$ cat config.mk
export PLATFORM = sky130hd
export DESIGN_NAME = hazard_controller
export DESIGN_NICKNAME = d
export VERILOG_FILES = /design/src/rtl/hazard_controller.sv
export SDC_FILE = /design/constraint.sdc
export NUM_CORES = 1
export LEC_CHECK = 0
export ABC_CLOCK_PERIOD_IN_PS = 2310
export CAP_MARGIN = 40
export CORE_MARGIN = 2
export CORE_UTILIZATION = 37
export DETAILED_ROUTE_END_ITERATION = 10
export PLACE_DENSITY_LB_ADDON = 0.25
export SKIP_LAST_GASP = 1
export SLEW_MARGIN = 20
export SYNTH_ARGS = -nofsm -noshare
export SYNTH_HDL_FRONTEND = slang
export SYNTH_SLANG_ARGS = --single-unit
$ cat constraint.sdc
create_clock -name clk -period 2.31 [get_ports clk]
set_input_delay 0.462 -clock clk [delete_from_list [all_inputs] [get_ports clk]]
set_output_delay 0.462 -clock clk [all_outputs]
set_load 0.1 [all_outputs]
$ cat src/rtl/hazard_controller.sv
`default_nettype none
// ============================================================================
// Module   : hazard_controller
// Purpose  : Decode-stage hazard unit for a two-deep (decode -> execute)
//            pipeline. Tracks the instruction in execute, forwards the ALU
//            result into the decode-stage ALU selects, stalls on load-use,
//            and squashes two decode slots after a taken branch/jump.
// Config   : define HAZARD_STATS_EN to add saturating stall/flush counters.
// Ports    :
//   clk             rising-edge clock
//   rst             asynchronous active-low reset
//   id_valid        decode holds an instruction
//   id_rs1/rs2/rd   source/destination register numbers (4 b)
//   id_regwrite     decoded register write enable
//   id_pcwrite      decoded PC write enable
//   id_is_load      decoded instruction is a load
//   id_aluin1       nominal ALU-1 select (0 pc, 1 a, 2 fwd, 3 zero)
//   id_aluin2       nominal ALU-2 select (0 b, 1 two, 2 imm, 3 fwd)
//   ex_branch_taken execute stage resolved a taken branch/jump
//   aluin1/aluin2   final ALU selects to execute
//   regwrite        gated register write enable to execute
//   pcwrite         gated PC write enable to execute
//   stall           hold PC and IF/ID
//   flush           squash the instruction in decode
//   stall_count     saturating stall-cycle counter (HAZARD_STATS_EN only)
//   flush_count     saturating flush-cycle counter (HAZARD_STATS_EN only)
// Revision : 1.0  initial release
// ============================================================================
module hazard_controller (
    input  logic        clk,
    input  logic        rst,
    input  logic        id_valid,
    input  logic [3:0]  id_rs1,
    input  logic [3:0]  id_rs2,
    input  logic [3:0]  id_rd,
    input  logic        id_regwrite,
    input  logic        id_pcwrite,
    input  logic        id_is_load,
    input  logic [1:0]  id_aluin1,
    input  logic [1:0]  id_aluin2,
    input  logic        ex_branch_taken,
    output logic [1:0]  aluin1,
    output logic [1:0]  aluin2,
    output logic        regwrite,
    output logic        pcwrite,
    output logic        stall,
`ifdef HAZARD_STATS_EN
    output logic [15:0] stall_count,
    output logic [15:0] flush_count,
`endif
    output logic        flush
);

    localparam logic [1:0] SEL1_A    = 2'd1;
    localparam logic [1:0] SEL1_FWD  = 2'd2;
    localparam logic [1:0] SEL2_B    = 2'd0;
    localparam logic [1:0] SEL2_FWD  = 2'd3;
    localparam logic [1:0] FLUSH_LEN = 2'd2;

    // Instruction currently in execute
    logic       ex_valid;
    logic [3:0] ex_rd;
    logic       ex_regwrite;
    logic       ex_is_load;
    logic [1:0] flush_cnt;

    logic hit1;
    logic hit2;
    logic use1;
    logic use2;
    logic issue;

    // Register 0 is hardwired, so a write to it never creates a dependency.
    assign hit1  = ex_valid & ex_regwrite & (ex_rd != 4'd0) & (ex_rd == id_rs1);
    assign hit2  = ex_valid & ex_regwrite & (ex_rd != 4'd0) & (ex_rd == id_rs2);
    assign use1  = hit1 & (id_aluin1 == SEL1_A);
    assign use2  = hit2 & (id_aluin2 == SEL2_B);

    assign flush = (flush_cnt != 2'd0);
    // A load result is not available until after execute, so a dependent
    // instruction must wait one slot. A pending flush squashes it anyway.
    assign stall = id_valid & ex_is_load & (use1 | use2) & ~flush;
    assign issue = id_valid & ~stall & ~flush;

    assign aluin1   = (use1 & ~ex_is_load) ? SEL1_FWD : id_aluin1;
    assign aluin2   = (use2 & ~ex_is_load) ? SEL2_FWD : id_aluin2;
    assign regwrite = issue & id_regwrite;
    assign pcwrite  = issue & id_pcwrite;

    // Execute-stage tracking; a non-issue slot becomes a bubble, which is
    // also what limits a load-use stall to a single cycle.
    always_ff @(posedge clk or negedge rst) begin
        if (!rst) begin
            ex_valid    <= 1'b0;
            ex_rd       <= 4'd0;
            ex_regwrite <= 1'b0;
            ex_is_load  <= 1'b0;
        end else if (issue) begin
            ex_valid    <= 1'b1;
            ex_rd       <= id_rd;
            ex_regwrite <= id_regwrite;
            ex_is_load  <= id_is_load;
        end else begin
            ex_valid    <= 1'b0;
        end
    end

    // A new taken branch always restarts the two-slot squash window.
    always_ff @(posedge clk or negedge rst) begin
        if (!rst) begin
            flush_cnt <= 2'd0;
        end else if (ex_branch_taken) begin
            flush_cnt <= FLUSH_LEN;
        end else if (flush_cnt != 2'd0) begin
            flush_cnt <= flush_cnt - 2'd1;
        end
    end

`ifdef HAZARD_STATS_EN
    always_ff @(posedge clk or negedge rst) begin
        if (!rst) begin
            stall_count <= 16'd0;
            flush_count <= 16'd0;
        end else begin
            if (stall && (stall_count != 16'hFFFF)) begin
                stall_count <= stall_count + 16'd1;
            end
            if (flush && (flush_count != 16'hFFFF)) begin
                flush_count <= flush_count + 16'd1;
            end
        end
    end
`endif

endmodule
`default_nettype wire

# == Word-level counts from Yosys, hierarchy flattened ==
# Index checks and enable logic that the tools add are counted.
# classes
n_addsub,1
n_eq_ne,3
mux,5
bitwise,19
n_reduce_logical,4
# ops
cell,count
AND 1 bit,15
equality test 4 bit,2
two-way mux 2 bit,4
nonzero test 2 bit,2
nonzero test 4 bit,1
NOT 1 bit,3
"equality test 2 x 1 -> 1 bit, second input constant",1
zero test 2 bit,1
"subtractor 2 x 1 -> 2 bit, second input constant",1
two-way mux 1 bit,1
OR 1 bit,1
# word_totals
register_bits,9
out_inout_bits,8
word_cells,37

# == Depth between registers and ports, before layout ==
# Gate-level depths: netlist (run 1).
# depth
word_depth,11
mapped_depth,6
ltp_nobuf,5

# == Worst setup path after synthesis (run 1) ==
# No wires, ideal clock.
# synth_path
path_type,in2out
start,input id_rs1[1]
end,output stall
arrival_ns,3.252
path_slack_ns,-1.404
path_stages,4
n_path_buf,0
cell_sequence,inv_1 -> a222oi_1 -> nand4b_2 -> a211oi_1
# synth_between
elab_chain_cells,6
# synth_rtl
item,line,rtl
from (decl),33,"input logic [3:0] id_rs1,"
equality test 4 bit,74,assign hit1 = ex_valid & ex_regwrite & (ex_rd != 4'd0) & (ex_rd == id_rs1);
AND 1 bit,74,
AND 1 bit,76,assign use1 = hit1 & (id_aluin1 == SEL1_A);
OR 1 bit,82,assign stall = id_valid & ex_is_load & (use1 | use2) & ~flush;
AND 1 bit (2 in a row),82,
to (decl),46,"output logic stall,"
# Every way passes these cells.

# == Final worst setup path (run 1) ==
# layout_path
start,input id_rs1[1]
end,output pcwrite
# layout_between
elab_chain_cells,10
# layout_rtl
item,line,rtl
equality test 4 bit,74,
AND 1 bit,74,
AND 1 bit,76,
OR 1 bit,82,
AND 1 bit (2 in a row),82,
NOT 1 bit,83,assign issue = id_valid & ~stall & ~flush;
AND 1 bit (2 in a row),83,
AND 1 bit,88,assign pcwrite = issue & id_pcwrite;
to (decl),45,"output logic pcwrite,"
# Every way passes these cells.

==> flow_metrics.env, run 1 <==
export IMPL_synth_edff_count=0
export IMPL_insertion_delay_ns=0.25
export IMPL_synthSimpleGateAreaFrac=0.171
export IMPL_path_delay_family="compound AO/OA/AOI/OAI gates"
export IMPL_grt_busiest_layer="met2"
export IMPL_initial_core_util=0.393
export IMPL_antenna_found_initial=0
export IMPL_wl_per_cell_um=14.2
export IMPL_outcome="finished, violations left"
export IMPL_die_h_um=43.8
export IMPL_finClkSkew_ns=0.00211
export IMPL_synth_area_top_cells="dfrtp_1, mux2_2, inv_1, xor2_1, o2111ai_4"
export IMPL_grt_setup_unrepaired="yes"
export IMPL_p_leak_nw=0.556
export IMPL_route_vias_total=625
export IMPL_drv_slew=0
export IMPL_violations="negative setup slack"
export IMPL_ios=31
export IMPL_drc_errors=0
export IMPL_grt_max_degree=10
export IMPL_synthAdderAreaFrac=0.0214
export IMPL_crit_type="in -> out"
export IMPL_synth_cell_types=24
export IMPL_die_w_um=43.8
export IMPL_met2_usage=0.344
export IMPL_required_ns=1.85
export IMPL_async_flop_share=1.00
export IMPL_relSlewSlack=0.674
export IMPL_worst_slew_pin_slew_ns=0.490
export IMPL_path_clk_slew_ns=0.06
export IMPL_synthFlopType="dfrtp_1"
export IMPL_synth_xor_area_share=0.0897
export IMPL_synth_compound_area_frac=0.143
export IMPL_drt_wl_total_mm=1.75
export IMPL_max_stage_delay_ns=0.44
export IMPL_max_freq_mhz=415
export IMPL_critPathSlowestCell="a222oi_1"
export IMPL_fin_ws_ns=-0.101
export IMPL_grt_pass1_wl_mm=2.66
export IMPL_critical_path_peak_fanout=5
export IMPL_reg2reg_depth=6
export IMPL_syn_instance_count=60
export IMPL_viasPerCell=5.08
export IMPL_placed_area_mm2=0.00104
export IMPL_die_area_mm2=0.00192
export IMPL_cts_buffers=3
export IMPL_worst_setup_path_end_kind="output port"
export IMPL_grt_usage=0.191
export IMPL_yosysMostFrequentCell="inv_1"
export IMPL_yosysWarnings=0
export IMPL_postRouteAntennaNets=0
export IMPL_place_congestion=0.676
export IMPL_total_power_mw=1.03
export IMPL_path_cells="dlygate4sd2_1 -> inv_1 -> a222oi_1 -> nand4b_4 -> o2111ai_4 -> nor2_4 -> buf_12"
export IMPL_cts_root_buf="clkbuf_4"
export IMPL_synth_seq_cells=9
export IMPL_ctsLongestPathBuffers=2
export IMPL_hold_ws_ns=0.494
export IMPL_synth_seq_area_share=0.385
export IMPL_syn_num_nets=84
export IMPL_min_path_type="in -> async"
export IMPL_finalWorstPathRequiredPeriod_ns=2.41
export IMPL_cts_tree="yes"
export IMPL_drive_gt1_frac=0.421
export IMPL_ir_drop_v=0.000611
export IMPL_synth_top_family_by_area="simple AND/OR/NAND/NOR gates"
export IMPL_mappedNetlistArea_um2=586
export IMPL_row_count=14
export IMPL_first_pass_iters=4
export IMPL_drt_iter0_drc=13
export IMPL_grtUsageMet3=0.0333
export IMPL_synth_top_area_frac=0.385
export IMPL_design_area_mm2=0.00118
export IMPL_path_buf_inv=3
export IMPL_synth_avg_cell_area_um2=9.76
export IMPL_use_met1=0.200
export IMPL_fin_nets=132
export IMPL_cp_depth=7
export IMPL_gr_total_overflow=0
export IMPL_htreeDepth=1
export IMPL_grt_pass1_vias=662
export IMPL_numClockSinks=9
export IMPL_syn_to_final_growth_pct=102
export IMPL_pre_cts_ws_ns=-0.313
export IMPL_crit_path_start_kind="input port"
export IMPL_synthTopCellsByCount="inv_1, dfrtp_1, nor2_1"
export IMPL_muxShareOfSynthArea=0.113
export IMPL_hold_violations=0
export IMPL_cp_arrival_ns=1.95
export IMPL_setup_viol=7
export IMPL_period_share=1.04
export IMPL_cts_hold_buf=0
export IMPL_synth_top_area_cell="dfrtp_1"
export IMPL_antenna_cells=0
export IMPL_dpl_hpwl_mm=1.29
export IMPL_cellPowerDensity_mw_per_mm2=871
export IMPL_io_buffers=30
export IMPL_coreArea_mm2=0.00149
export IMPL_maxCapViolations=0
[worst reg2reg max path, cell delays in order, from the launching register on]
cell and delay (ns):
dfrtp_1 0.35, inv_2 0.05, a222oi_1 0.48, nand4b_4 0.23
o2111ai_4 0.32, buf_4 0.21, mux2_2 0.34
[placed cells by master (no fill, tap or decap), types with 2 or more instances in the layout]
master           netlist  final
nor2_4                 0      2
xor2_1                 4      4
clkdlybuf4s50_1        0     13
nand2_1                2      2
clkbuf_4               0      3
dlygate4sd2_1          0      7
nand4_1                3      3
nor2_1                 6      3
or2_2                  3      3
mux2_2                 5      5
inv_1                 11     10
buf_12                 0      8
dfrtp_1                9      9
buf_4                  0     13
[per-layer routing]
metal  vias to the layer above  wire [µm]  share of wire
met5                         -          0              0
met4                         0         71          0.041
met3                         8         85          0.049
met2                        26        931           0.53
met1                       289        660           0.38
li1                        302          -              -
[registers in the layout (all words and copies together), names as in the netlist]
name         count
ex_valid         1
ex_rd            4
flush_cnt        2
ex_regwrite      1
ex_is_load       1
[cells by family (layout without fill, tap and decap cells)]
| kind of cell | count (synthesis) | in the layout |
|---|---|---|
| AO/OA/AOI/OAI | 8 | 8 |
| XOR/XNOR | 6 | 6 |
| adder cells (fa/ha/maj) | 1 | 1 |
| buffers and inverters | 12 | 59 |
| flip-flops | 9 | 9 |
| multiplexers | 6 | 6 |
| AND/OR/NAND/NOR | 18 | 18 |
[per-stage QoR]
step / cells / utilization / setup TNS [ns]
floorplan: 60 / - / -0.258
global placement: 109 / 0.701 / -2.57
detailed placement: 109 / 0.701 / -3.02
CTS: 122 / 0.766 / -0.349
global route: 123 / 0.793 / -1.18
finish: 123 / 0.793 / -0.519
[area by class of cell]
type                    instances  area [µm²]
multi-input cells              39         393
repair buffers                 44         475
clock buffers                   4        26.3
well taps                      16        20.0
fillers                       101         308
inverters                      11        41.3
flip-flops and latches          9         225
[path summary, 6_finish.rpt]
kind | startpoint | to | slack (ns)
worst max-delay path | id_rs1[1] | pcwrite | -0.10
worst min-delay path | rst | ex_regwrite | 0.49
worst max register to register | ex_rd[0] | ex_rd[2] | 0.23
worst min register to register | ex_regwrite | ex_regwrite | 0.52
max in group asynchronous | rst | ex_rd[3] | 1.55
min in group clk | ex_regwrite | ex_regwrite | 0.52
[repair_timing]
| item | in CTS | in global routing |
|---|---|---|
| pin swaps | 12 | 7 |
| setup buffers | 9 | 1 |
| setup endpoints to repair | 12 | 7 |
| gates resized for setup | 17 | 5 |
[power by group]
group | internal [mW] | switching [mW] | total, mW
Combinational | 0.287 | 0.321 | 0.609
Sequential | 0.229 | 0.0775 | 0.307
Clock | 0.0661 | 0.0480 | 0.114
Note: power is estimated with default switching activity, not from simulation.
==> run 2: changes to the inputs <==
Settings changed: CAP_MARGIN 40 to 25, CORE_MARGIN 2 to not set.
==> run 2 against run 1 <==
- the run still ends with negative setup slack left
- register-to-register slack got worse by 0.08 ns
- count of clock-buffer cells in the layout unchanged
- sequential share of layout area increased by 0.61 points
- die area decreased by 8.9%
- design area decreased by 2.5%
==> flow_metrics.env, run 2 (same netlist as run 1, synthesis figures left out) <==
export IMPL_worst_setup_path_end_kind="output port"
export IMPL_postRouteAntennaNets=0
export IMPL_die_w_um=41.8
export IMPL_max_freq_mhz=424
export IMPL_die_area_mm2=0.00175
export IMPL_io_buffers=30
export IMPL_insertion_delay_ns=0.25
export IMPL_min_path_type="in -> async"
export IMPL_grt_pass1_vias=604
export IMPL_crit_path_start_kind="flip-flop"
export IMPL_place_congestion=0.751
export IMPL_p_leak_nw=0.529
export IMPL_fill_cells=84
export IMPL_finalWorstPathRequiredPeriod_ns=2.36
export IMPL_row_count=13
export IMPL_cts_hold_buf=0
export IMPL_dp_cells=107
export IMPL_maxCapViolations=0
export IMPL_viasPerCell=5.06
export IMPL_rrSetupSlack_ns=0.15
export IMPL_drt_wl_total_mm=1.60
export IMPL_highest_layer="met4"
export IMPL_first_pass_iters=4
export IMPL_cts_tree="yes"
export IMPL_wl_met2_um=884
export IMPL_relSlewSlack=0.687
export IMPL_fin_ws_ns=-0.0479
export IMPL_initial_core_util=0.424
export IMPL_setup_viol=7
export IMPL_dpl_hpwl_mm=1.11
export IMPL_worst_slew_pin_slew_ns=0.469
export IMPL_critical_path_peak_fanout=5
export IMPL_top_regs="ex_rd: 4 flops, flush_cnt: 2 flops"
export IMPL_met1_length_um=621
export IMPL_fin_cells=118
export IMPL_drive_gt1_frac=0.379
export IMPL_syn_to_final_growth_pct=96.6
export IMPL_tns_ns=-0.235
export IMPL_crit_type="reg -> out"
export IMPL_numClockSinks=9
export IMPL_gr_total_overflow=0
export IMPL_grt_max_degree=10
export IMPL_multi_input_area_um2=385
export IMPL_cts_buffers=3
export IMPL_antenna_found_initial=0
export IMPL_cellPowerDensity_mw_per_mm2=886
export IMPL_coreArea_mm2=0.00138
export IMPL_ios=31
export IMPL_cts_root_buf="clkbuf_4"
export IMPL_period_share=1.02
export IMPL_register_area_um2=226
export IMPL_die_h_um=41.8
export IMPL_pre_cts_ws_ns=-0.272
export IMPL_grt_usage=0.193
export IMPL_wl_per_cell_um=13.5
export IMPL_drt_iter0_drc=7
export IMPL_drv_slew=0
export IMPL_grt_setup_unrepaired="yes"
export IMPL_cp_arrival_ns=1.90
export IMPL_ctsLongestPathBuffers=2
export IMPL_largest_reg_flops=4
export IMPL_dr_wl_met3_um=78
export IMPL_antenna_cells=0
export IMPL_finClkSkew_ns=0.00150
export IMPL_path_clk_slew_ns=0.06
export IMPL_final_cell_mix="clkdlybuf4s50_1, inv_1, buf_4"
export IMPL_fin_nets=128
export IMPL_outcome="finished, violations left"
export IMPL_htreeDepth=1
export IMPL_violations="negative setup slack"
export IMPL_hold_violations=0
export IMPL_ir_drop_v=0.000685
export IMPL_mostFrequentLayoutCell="clkdlybuf4s50_1"
export IMPL_grt_pass1_wl_mm=2.54
export IMPL_largest_register="ex_rd"
export IMPL_drc_errors=0
export IMPL_route_vias_total=597
export IMPL_required_ns=1.85
## run 2: final timing paths
kind	to	startpoint	cells past startpoint
setup / recovery	pcwrite	ex_rd[3]	5
hold / removal	ex_regwrite	rst	1
setup reg to reg	ex_rd[1]	ex_rd[3]	6
max in group asynchronous	ex_rd[1]	rst	1
min in group clk	ex_regwrite	ex_regwrite	1
hold reg to reg	ex_regwrite	ex_regwrite	1
## run 2: layer usage
metal	up-vias	track usage
li1	291	-
met1	285	0.211
met2	19	0.350
met3	2	0.0217
met4	0	0.116
met5	-	0
## run 2: layout make-up
cell class / count / area share
timing repair buffer: 40 / 0.393
multi-input combinational: 39 / 0.335
sequential: 9 / 0.197
inverter: 11 / 0.0359
clock buffer: 4 / 0.0228
tap: 15 / 0.0163
## run 2: what timing repair did
item	in CTS	in global routing
buffers inserted	7	0
resized for setup	14	3
pin swaps	11	8
setup endpoints to repair	7	7
## run 2: worst max-delay path, cell delays in order (launching register included)
cell       delay, ns
dfrtp_1         0.46
a222oi_1        0.44
nand4b_4        0.21
o2111ai_4       0.31
nor2_4          0.06
buf_12          0.17
## run 2: through the flow
step | hold WS [ns] | util | area [µm²] | power (mW)
6_report | 0.496 | 0.833 | 1150 | 1.02
5_1_grt | 0.528 | 0.833 | 1150 | 1.08
4_1_cts | 0.499 | 0.823 | 1140 | 0.996
3_5_place_dp | 0.535 | 0.748 | 1030 | 0.808
3_3_place_gp | 0.496 | 0.748 | 1030 | 0.793
2_1_floorplan | 0.166 | - | 617 | 0.639
## run 2: where the power goes
group	internal (mW)	switching [mW]	total, mW
clock	0.0662	0.0500	0.116
sequential	0.231	0.0947	0.326
combinational	0.277	0.301	0.578
